[src/rtl/shift_serializer.sv]
// Parallel-to-serial transmitter: accepts one W-bit word via valid/ready and
// emits it one bit per consumed cycle, LSB- or MSB-first, with a done pulse.
module shift_serializer #(
    parameter int W = 8
) (
    input  logic         clk,
    input  logic         rst,
    input  logic [W-1:0] in,
    input  logic         load_valid,
    output logic         load_ready,
    input  logic         SRL,
    input  logic         shift_en,
    output logic         Sout,
    output logic         Sout_valid,
    output logic         last,
    output logic         done
);

    localparam int CW = $clog2(W);

    typedef enum logic {
        IDLE,
        SHIFT
    } state_t;

    state_t         state_q;
    logic [W-1:0]   shreg_q;
    logic [W-1:0]   shreg_d;
    logic [CW-1:0]  cnt_q;
    logic           dir_q;
    logic           done_q;
    logic           at_last;
    logic           accept;

    assign at_last = (cnt_q == CW'(W - 1));
    assign accept  = load_valid && load_ready;

    // Zero-filled shift toward whichever end is currently driving Sout.
    always_comb begin
        shreg_d = shreg_q;
        if (dir_q) begin
            shreg_d = {1'b0, shreg_q[W-1:1]};
        end else begin
            shreg_d = {shreg_q[W-2:0], 1'b0};
        end
    end

    always_ff @(posedge clk or posedge rst) begin
        if (rst) begin
            state_q <= IDLE;
            shreg_q <= '0;
            cnt_q   <= '0;
            dir_q   <= 1'b0;
            done_q  <= 1'b0;
        end else begin
            done_q <= 1'b0;
            case (state_q)
                IDLE: begin
                    if (accept) begin
                        shreg_q <= in;
                        dir_q   <= SRL;
                        cnt_q   <= '0;
                        state_q <= SHIFT;
                    end
                end
                SHIFT: begin
                    if (shift_en) begin
                        if (at_last) begin
                            state_q <= IDLE;
                            done_q  <= 1'b1;
                            shreg_q <= '0;
                            cnt_q   <= '0;
                        end else begin
                            shreg_q <= shreg_d;
                            cnt_q   <= cnt_q + 1'b1;
                        end
                    end
                end
                default: state_q <= IDLE;
            endcase
        end
    end

    // load_ready is gated by rst directly so it is low for the whole reset.
    assign load_ready = (state_q == IDLE) && !rst;
    assign Sout_valid = (state_q == SHIFT);
    assign last       = (state_q == SHIFT) && at_last;
    assign Sout       = (state_q == SHIFT) ? (dir_q ? shreg_q[0] : shreg_q[W-1]) : 1'b0;
    assign done       = done_q;

endmodule

[config.mk]
export PLATFORM = sky130hd
export DESIGN_NAME = shift_serializer
export DESIGN_NICKNAME = d
export VERILOG_FILES = /design/src/rtl/shift_serializer.sv
export SDC_FILE = /design/constraint.sdc
export NUM_CORES = 1
export LEC_CHECK = 0
export ABC_AREA = 1
export BUFFER_PORTS_ARGS = -buffer_cell sky130_fd_sc_hd__buf_2
export CAP_MARGIN = 20
export CORE_MARGIN = 3
export CORE_UTILIZATION = 50
export DETAILED_ROUTE_END_ITERATION = 7
export PLACE_DENSITY = 0.77
export SLEW_MARGIN = 20
export SYNTH_ARGS = -nofsm -noshare
export SYNTH_HDL_FRONTEND = slang
export SYNTH_SLANG_ARGS = --single-unit
[constraint.sdc]
create_clock -name clk -period 1.39 [get_ports clk]
set_input_delay 0.278 -clock clk [delete_from_list [all_inputs] [get_ports clk]]
set_output_delay 0.278 -clock clk [all_outputs]
set_load 0.05 [all_outputs]
Yosys cells after proc, flatten, opt, wreduce, memory -nomap -nowiden:

Index checks and enable logic that the tools add are counted.

* output and inout bits: 5
* word-level logic and storage cells: 34
* bits of input ports: 13
* bits in registers: 14

* equal/unequal tests: 3
* add/sub/neg operators: 1
* reduce and logical (&&, ||, !) cells: 6
* mux-type cells: 18
* bitwise gates (word level): 1

Operators with widths (count)
* 2-to-1 mux 8 bit: 4
* one-hot mux 8 bit (2 select lines): 1
* 2-to-1 mux 3 bit: 3
* 2-to-1 mux 1 bit: 8
* one-hot mux 3 bit (2 select lines): 1
* inequality test 2 bit (second input constant): 2
* AND reduction 2 bit: 2
* adder 3 x 1 -> 3 bit (second input constant): 1
* equality test 3 bit (second input constant): 1
* logical AND 1 bit: 3
* one-hot mux 1 bit (2 select lines): 1
* logical NOT 1 bit: 1
* NOT 1 bit: 1

Longest topological paths before layout:

Gate-level depths: netlist of the first run.

* word-level depth: 5
* depth in mapped cells: 8
* mapped depth without buffers: 7

Worst setup path after synthesis of the first run:

Ideal clock, no wire load.

* path kind: register to output
* start point: register state_q, in the netlist Sout_valid
* end point: output port Sout
* slack: -0.582 ns
* data required time: 1.112 ns
* arrival time: 1.694 ns
* path buffers: 1
* stages on the path, launching flop included: 4
* path through: dfrtp_1 buf_6 o21ai_0 a21oi_1

* word-level cells in the longest chain between the ends: 1

Ends and longest elaborated chain
* from (decl): RTL line 26 `state_t state_q;`
* from (signal assigned): RTL line 50 `state_q <= IDLE;`
* from (signal assigned): RTL line 63 `state_q <= SHIFT;`
* from (signal assigned): RTL line 69 `state_q <= IDLE;`
* 2-to-1 mux 1 bit: RTL line 88 `assign Sout = (state_q == SHIFT) ? (dir_q ? shreg_q[0] : shreg_q[W-1]) : 1'b0;`
* to (decl): RTL line 13 `output logic Sout,`

No other way between the ends.

Worst setup path after layout of the first run:

* start point: register cnt_q[0]
* end point: output port last

* word-level cells in the longest chain between the ends: 2

Ends and longest elaborated chain
* from (decl): RTL line 29 `logic [CW-1:0] cnt_q;`
* from (signal assigned): RTL line 75 `cnt_q <= cnt_q + 1'b1;`
* equality test 3 bit: RTL line 35 `assign at_last = (cnt_q == CW'(W - 1));`
* logical AND 1 bit: RTL line 87 `assign last = (state_q == SHIFT) && at_last;`
* to (decl): RTL line 15 `output logic last,`

No other way between the ends.

==> flow_summary.ini, run 1 <==
[finish]
area_growth_pct = 34.0
nets = 161
num-fill-cells = 115
diodes = 0
instances_no_fill = 160
drive_gt1_share_pct = 38.2
fin_area_mm2 = 0.00115

[power_and_ir_drop]
power.density_mw_per_mm2 = 2280
leakagePower_uw = 0.000665
max-vdd-ir-drop_uv = 1440

[floorplan]
initial_core_util_pct = 55.2
die_y_um = 47.5
rows = 14
die_width_um = 47.5
dieArea_mm2 = 0.00226
design.core.area_mm2 = 0.00156
io_pins = 18

[clock_tree]
cts_buffer_depth = 2
numCtsBuffers = 3
cts.sinks = 14
clock_latency_ps = 280
clkTransAtPathRegs_ps = 90
htreeDepth = 1
clockRootBuffer = clkbuf_4
cts_tree = yes

[placed_design]
port_buffers = 17
dp_cells = 152
gp_congestion = 0.809
placed_area_um2 = 988
detailed_place_hpwl_um = 1380
preCtsSetupSlack_ps = 9.43

[critical_path]
critPathCaptureType = primary output
crit_fanout = 2
regToRegSetupSlack_ps = -90
arrival_ps = 1270
worstPathRequired_ps = 1110
critPathLaunchType = flip-flop
criticalPathCategory = reg -> out

[route]
wl_per_cell_um = 12.9
final_antenna_net_count = 0
vias = 848
routed_wirelength_um = 2060
drt_iter0_drc = 17
avgViaCountPerCell = 5.30
first_pass_iters = 4
route.detailed.drc = 0

[run]
cap_viol_max_count = 0

[synthesis]
yosysSeqAreaShare_pct = 40.7
synth_area_um2 = 861
yosys_warnings = 0
ys_seq_elements = 14
synth.avg_cell_area_um2 = 7.36
syn_nets = 133
synthCells = 117
synth.distinct_cells = 18

[sta]
worst_slack_ps = -163
fin_skew_ps = 8.15
drv_slew = 0
period_share_pct = 112
hold_viol = 0
whs_ps = 75.3
finalCriticalPeriod_ps = 1550
finalSetupViolations = 9
maxSlewHeadroom_pct = 63.0
fmax_mhz = 644
worst_slew_pin_slew_ps = 554
rsz0062_at_grt = yes

[global_routing]
grt_pass1_wl_um = 3310
antenna_found_initial = 0
grt_max_degree = 15
grt_overflow = 0
first_global_vias = 751
track_usage_pct = 21.2

[outcome]
violations = negative setup slack
status = finished with violations

[hold_path]
min_path_type = in -> async
## per-layer routing
metal / vias to the layer above / GRT usage [%] / share of wire (%)
li1: 411 / - / -
met1: 402 / 29.0 / 42
met2: 27 / 33.2 / 53
met3: 8 / 2.63 / 3.9
met4: 0 / 9.94 / 1.8
met5: - / 0 / 0
## final cells by class
cell class	instances	area (um2)	share of cell area, %
multi-input combinational	87	509	44.1
sequential	14	352	30.5
timing repair buffer	26	185	16.1
inverter	13	51.3	4.45
clock buffer	4	36.3	3.15
tap	16	20.0	1.74
## sequential cells by signal, summed over array words and instances (netlist names)
signal / cells
shreg_q: 8
cnt_q: 3
Sout_valid: 1
dir_q: 1
done: 1
## path summary, 6_finish.rpt
kind,startpoint,end,depth (start not counted)
worst min-delay path,rst,cnt_q[1]$_DFFE_PP0P_,2
max in group asynchronous,rst,Sout_valid$_DFF_PP0_,2
min in group clk,shift_en,done$_DFF_PP0_,3
worst max register to register,cnt_q[0]$_DFFE_PP0P_,shreg_q[2]$_DFFE_PP0P_,8
worst min register to register,cnt_q[1]$_DFFE_PP0P_,cnt_q[1]$_DFFE_PP0P_,2
worst max-delay path,cnt_q[0]$_DFFE_PP0P_,last,5
## synth_stat cells, drive strengths merged
cell	instances	area share, %
nand3b	1	0.87
o21ai	2	1.2
nand3	10	5.8
a21oi	2	1.2
dfrtp	14	41
buf	3	3.2
ha	3	4.4
nor2	5	4.9
nand2	64	32
inv	13	6.0
## repair_timing
item / in CTS / in global routing
gates resized for setup: 15 / 11
gates cloned: 0 / 0
hold buffers: 0 / 0
buffers inserted: 4 / 0
endpoints found under the setup margin: 4 / 12
pin swaps: 3 / 6
## per-stage QoR
| step | TNS (ps) | utilization [%] | total power, uW |
|---|---|---|---|
| global placement | 0 | 63.4 | 1960 |
| CTS | -182 | 70.9 | 2510 |
| finish | -623 | 74.0 | 2630 |
| detailed placement | 0 | 63.4 | 2010 |
| floorplan | -696 | - | 1730 |
| global route | -1210 | 74.0 | 2840 |
## power by group
part,internal [uW],switching (uW)
clock,159,140
sequential,584,140
combinational,641,963
## logic make-up (layout without fill, tap and decap cells)
kind of cell	after synthesis	count (layout)	synth area share, %
compound gates	4	4	2.33
flops	14	14	40.7
simple gates	80	80	43.5
fa+ha+maj	3	3	4.36
buf+inv	16	43	9.16
## cell usage in the layout, fill, tap and decap left out, types with 2 or more instances in the layout
cell and n:
nand2_2 6, dfrtp_1 13, buf_6 4, buf_2 13
buf_4 7, ha_4 2, nand3_2 6, nor2_1 3
inv_2 2, nand2_1 56, clkbuf_4 4, nand3_1 4
inv_1 10
## worst max-delay path, stage by stage, from the launching register on
cell,delay [ps]
dfrtp_1,390
ha_2,210
ha_4,170
nand2_2,50
inv_2,30
buf_6,140
No activity file was read; power rests on OpenSTA's default activity.
==> run 2: changes to the inputs <==
- CORE_ASPECT_RATIO: not set -> 1.5
- CORE_UTILIZATION: 50 -> 30
- PLACE_DENSITY: 0.77 -> 0.52
==> flow_summary.ini, run 2 (synthesized netlist as in run 1, its figures left out) <==
[outcome]
status = finished with violations
violations = negative setup slack

[critical_path]
worstPathRequired_ps = 1110
arrival_ps = 1250
rr_worst_depth = 7
criticalPathCategory = reg -> out
crit_fanout = 2
critPathCaptureType = primary output
critPathLaunchType = flip-flop

[sta]
hold_viol = 0
maxSlewHeadroom_pct = 83.1
period_share_pct = 110
finalSetupViolations = 1
worst_slack_ps = -140
rsz0062_at_grt = yes
finalCriticalPeriod_ps = 1530
worst_slew_pin_slew_ps = 253
fmax_mhz = 654
drv_slew = 0
fin_skew_ps = 5.57

[finish]
nets = 161
fin_util_pct = 44.7
top_register = shreg_q
reg_top3 = shreg_q: 8 flops, cnt_q: 3 flops
area_growth_pct = 40.6
final_common_cell = nand2_1
drive_gt1_share_pct = 36.8
diodes = 0
largest_reg_flops = 8
mostFrequentLayoutCells = 57 x nand2_1, 14 x buf_2, 13 x dfrtp_1

[route]
first_pass_iters = 4
wl_per_cell_um = 11.6
avgViaCountPerCell = 4.47
route.detailed.drc = 0
vias = 809
final_antenna_net_count = 0
drt_iter0_drc = 27
routed_wirelength_um = 2100

[global_routing]
first_global_vias = 839
grt_max_degree = 12
grt_pass1_wl_um = 3610
antenna_found_initial = 0
track_usage_pct = 13.2
grt_overflow = 0

[clock_tree]
cts_buffer_depth = 2
cts.sinks = 14
cts_tree = yes
clockRootBuffer = clkbuf_8
numCtsBuffers = 3
clock_latency_ps = 250
clkTransAtPathRegs_ps = 60
htreeDepth = 1

[floorplan]
design.core.area_mm2 = 0.00271
die_width_um = 49.7
dieArea_mm2 = 0.00356
io_pins = 18
rows = 23
die_y_um = 71.6
initial_core_util_pct = 31.8

[power_and_ir_drop]
leakagePower_uw = 0.000673
power.density_mw_per_mm2 = 2250
max-vdd-ir-drop_uv = 1130

[placed_design]
detailed_place_hpwl_um = 1440
gp_congestion = 0.752
preCtsSetupSlack_ps = 45.0
port_buffers = 17

[hold_path]
hold_depth = 3
min_path_type = in -> reg

[run]
cap_viol_max_count = 0
-- run 2: cell types whose count changed in the layout (fill, tap and decap cells not counted) --
cell	before	now
clkbuf_4	4	0
ha_2	1	0
nand2_2	6	5
buf_4	7	6
buf_2	13	14
buf_6	4	3
nand2_1	56	57
clkbuf_8	1	4
dlygate4sd3_1	0	1
buf_8	1	2
ha_4	2	3
-- run 2: metrics by stage --
stage	area (um2)	total power, uW	TNS [ps]	hold slack, ps	instances
global route	1210	2990	-223	304	181
global placement	1020	2000	0	272	174
finish	1210	2720	-140	285	181
floorplan	873	1730	-696	167	117
CTS	1130	2530	-130	281	180
detailed placement	1020	2010	0	271	174
-- run 2: routing by layer --
layer / vias up / track usage [%] / routed length [um] / share of wire, %
met3: 5 / 2.29 / 49 / 2.3
li1: 413 / - / - / -
met1: 378 / 14.3 / 862 / 41
met5: - / 0 / 0 / 0
met2: 13 / 24.2 / 1130 / 54
met4: 0 / 6.46 / 53 / 2.5
-- run 2: final cells by class --
class                      instances  area (um2)
clock buffer                       4        55.1
fill                             290        1500
inverter                          13        51.3
multi-input combinational         87         517
sequential                        14         352
tap                               37        46.3
timing repair buffer              26         189
-- run 2: timing repair --
action / 4_1_cts / 5_1_grt
pin swaps: 1 / 5
gates resized for setup: 11 / 15
endpoints found under the hold margin: 1 / 0
setup endpoints to repair: 3 / 10
hold buffers: 1 / 0
cloned: 0 / 0
buffers inserted: 1 / 1
-- run 2: report_power, final --
group	internal [uW]	total, uW	switching, uW
clock	252	415	164
sequential	586	735	149
combinational	635	1570	933
total	1470	2720	1250
-- run 2: worst max-delay path, cell delays in order (launching register included) --
cell and delay [ps]:
dfrtp_1 410, ha_4 200, ha_4 160, nand2_2 50
inv_2 40, buf_8 140
-- run 2: path summary, 6_finish.rpt --
kind / to / start / slack (ps)
setup / recovery: last / cnt_q[0]$_DFFE_PP0P_ / -140
hold / removal: dir_q$_DFFE_PP0P_ / SRL / 280
setup reg to reg: shreg_q[4]$_DFFE_PP0P_ / cnt_q[0]$_DFFE_PP0P_ / 70
hold reg to reg: shreg_q[0]$_DFFE_PP0P_ / shreg_q[0]$_DFFE_PP0P_ / 490
max in group asynchronous: cnt_q[2]$_DFFE_PP0P_ / rst / 450
min in group asynchronous: shreg_q[7]$_DFFE_PP0P_ / rst / 530
==> run 3: changes to the inputs <==
- PLACE_DENSITY: 0.52 -> 0.54
- clock period: 1.39 -> 1.9 ns (I/O delays scaled with it)
==> flow_summary.ini, run 3 (synthesized netlist as in run 1, its figures left out) <==
[floorplan]
die_width_um = 49.7
design.core.area_mm2 = 0.00271
rows = 23
initial_core_util_pct = 31.8
dieArea_mm2 = 0.00356
io_pins = 18
die_y_um = 71.6

[clock_tree]
clockRootBuffer = clkbuf_8
clkTransAtPathRegs_ps = 60
htreeDepth = 1
cts_buffer_depth = 2
ctsHoldBuffers = 0
cts.repair.resized = 0
numCtsBuffers = 3
cts_tree = yes
cts.sinks = 14
clock_latency_ps = 240
cts_setup_buffers = 0

[finish]
register_area_um2 = 350
diodes = 0
largest_reg_flops = 8
instances_no_fill = 172
area_growth_pct = 18.2
fin_util_pct = 37.6
drive_gt1_share_pct = 23.7
num-fill-cells = 304
fin_area_mm2 = 0.00102
reg_top3 = shreg_q: 8 flops, cnt_q: 3 flops
top_register = shreg_q
final_common_cell = nand2_1
mostFrequentLayoutCells = 58 x nand2_1, 17 x buf_2, 14 x dfrtp_1
nets = 153
multi_input_comb_area_um2 = 435

[placed_design]
dp_cells = 169
gp_congestion = 0.816
placed_area_um2 = 976
preCtsSetupSlack_ps = 381
detailed_place_hpwl_um = 1430
port_buffers = 17

[global_routing]
grt_max_degree = 15
track_usage_pct = 12.3
grt_overflow = 0
antenna_found_initial = 0
grt_pass1_wl_um = 3480
first_global_vias = 821

[sta]
fmax_mhz = 565
worst_slack_ps = 129
fin_skew_ps = 1.76
rsz0062_at_grt = no
maxSlewHeadroom_pct = 62.3
finalCriticalPeriod_ps = 1770
fin_setup_tns_ps = 0
drv_slew = 0
finalSetupViolations = 0
period_share_pct = 93.2
hold_viol = 0
worst_slew_pin_slew_ps = 564

[critical_path]
crit_path_frequent_cell = ha_1
crit_fanout = 4
worstPathRequired_ps = 1520
arrival_ps = 1390
critPathLaunchType = flip-flop
criticalPathCategory = reg -> out
max_stage_delay_ps = 400
slowest_stage = dfrtp_1
regToRegSetupSlack_ps = 540
crit_chain = ha_1, ha_1, nand2_1, inv_1, buf_2
critPathCaptureType = primary output

[route]
routed_wirelength_um = 1850
first_pass_iters = 4
vias = 759
drt_iter0_drc = 23
final_antenna_net_count = 0
avgViaCountPerCell = 4.41
route.detailed.drc = 0
wl_per_cell_um = 10.8

[power_and_ir_drop]
seqPwrFrac_pct = 33.7
p_sw_uw = 778
p_clk_share_pct = 14.9
leakagePower_uw = 0.000609
share_comb_of_total_power_pct = 51.5
p_sw_share_pct = 47.6
power.density_mw_per_mm2 = 1610
max-vdd-ir-drop_uv = 631
power.internal_uw = 857

[outcome]
status = completed

[hold_path]
min_path_type = in -> async

[run]
cap_viol_max_count = 0
==> run 3: cell count changes in the layout (fill, tap and decap cells not counted), moves of 2 or more <==
| cell | change |
|---|---|
| buf_2 | +3 |
| buf_4 | -5 |
| buf_6 | -3 |
| buf_8 | -2 |
| ha_1 | +3 |
| ha_4 | -3 |
| nand3_1 | +6 |
| nand3_2 | -6 |
==> run 3: through the flow <==
stage,hold WS (ps),power (uW)
3_3_place_gp,458,1400
4_1_cts,271,1660
6_report,233,1640
5_1_grt,299,1820
3_5_place_dp,471,1410
2_1_floorplan,269,1240
==> run 3: power by group through the flow <==
stage | Sequential [uW] | Clock, uW | Combinational [uW]
after global placement | 552 | 0 | 843
final | 551 | 243 | 842
after floorplan | 532 | 0 | 712
after CTS | 553 | 252 | 856
after detailed placement | 559 | 0 | 853
after global routing | 569 | 265 | 988
==> run 3: cell type report <==
class,instances,share of cell area (%)
Multi-Input combinational cell,87,42.8
Sequential cell,14,34.4
Timing Repair Buffer,18,9.10
Inverter,13,5.04
Tap cell,37,4.55
Clock buffer,3,4.06
==> run 3: layer usage <==
layer	share of wire (%)	vias up	global-route usage, %
met5	0	-	0
met3	6.2	2	2.49
met1	40	347	13.9
li1	-	391	-
met4	1.2	0	5.23
met2	53	19	21.9
==> run 3: worst max-delay path, delay by kind of cell, from the launching register on <==
family        cells  cell delay [ps]
fa+ha+maj         2              450
buf+inv           2              230
simple gates      1               70
flops             1              400
==> run 3: path summary, 6_finish.rpt <==
kind                            depth (start not counted)                endpoint                   start
max in group asynchronous                               2          done$_DFF_PP0_                     rst
worst min-delay path                                    2  shreg_q[0]$_DFFE_PP0P_                     rst
worst max register to register                          7  shreg_q[6]$_DFFE_PP0P_    cnt_q[0]$_DFFE_PP0P_
worst max-delay path                                    5                    last    cnt_q[0]$_DFFE_PP0P_
worst min register to register                          2  shreg_q[5]$_DFFE_PP0P_  shreg_q[5]$_DFFE_PP0P_
min in group clk                                        3       dir_q$_DFFE_PP0P_                     SRL
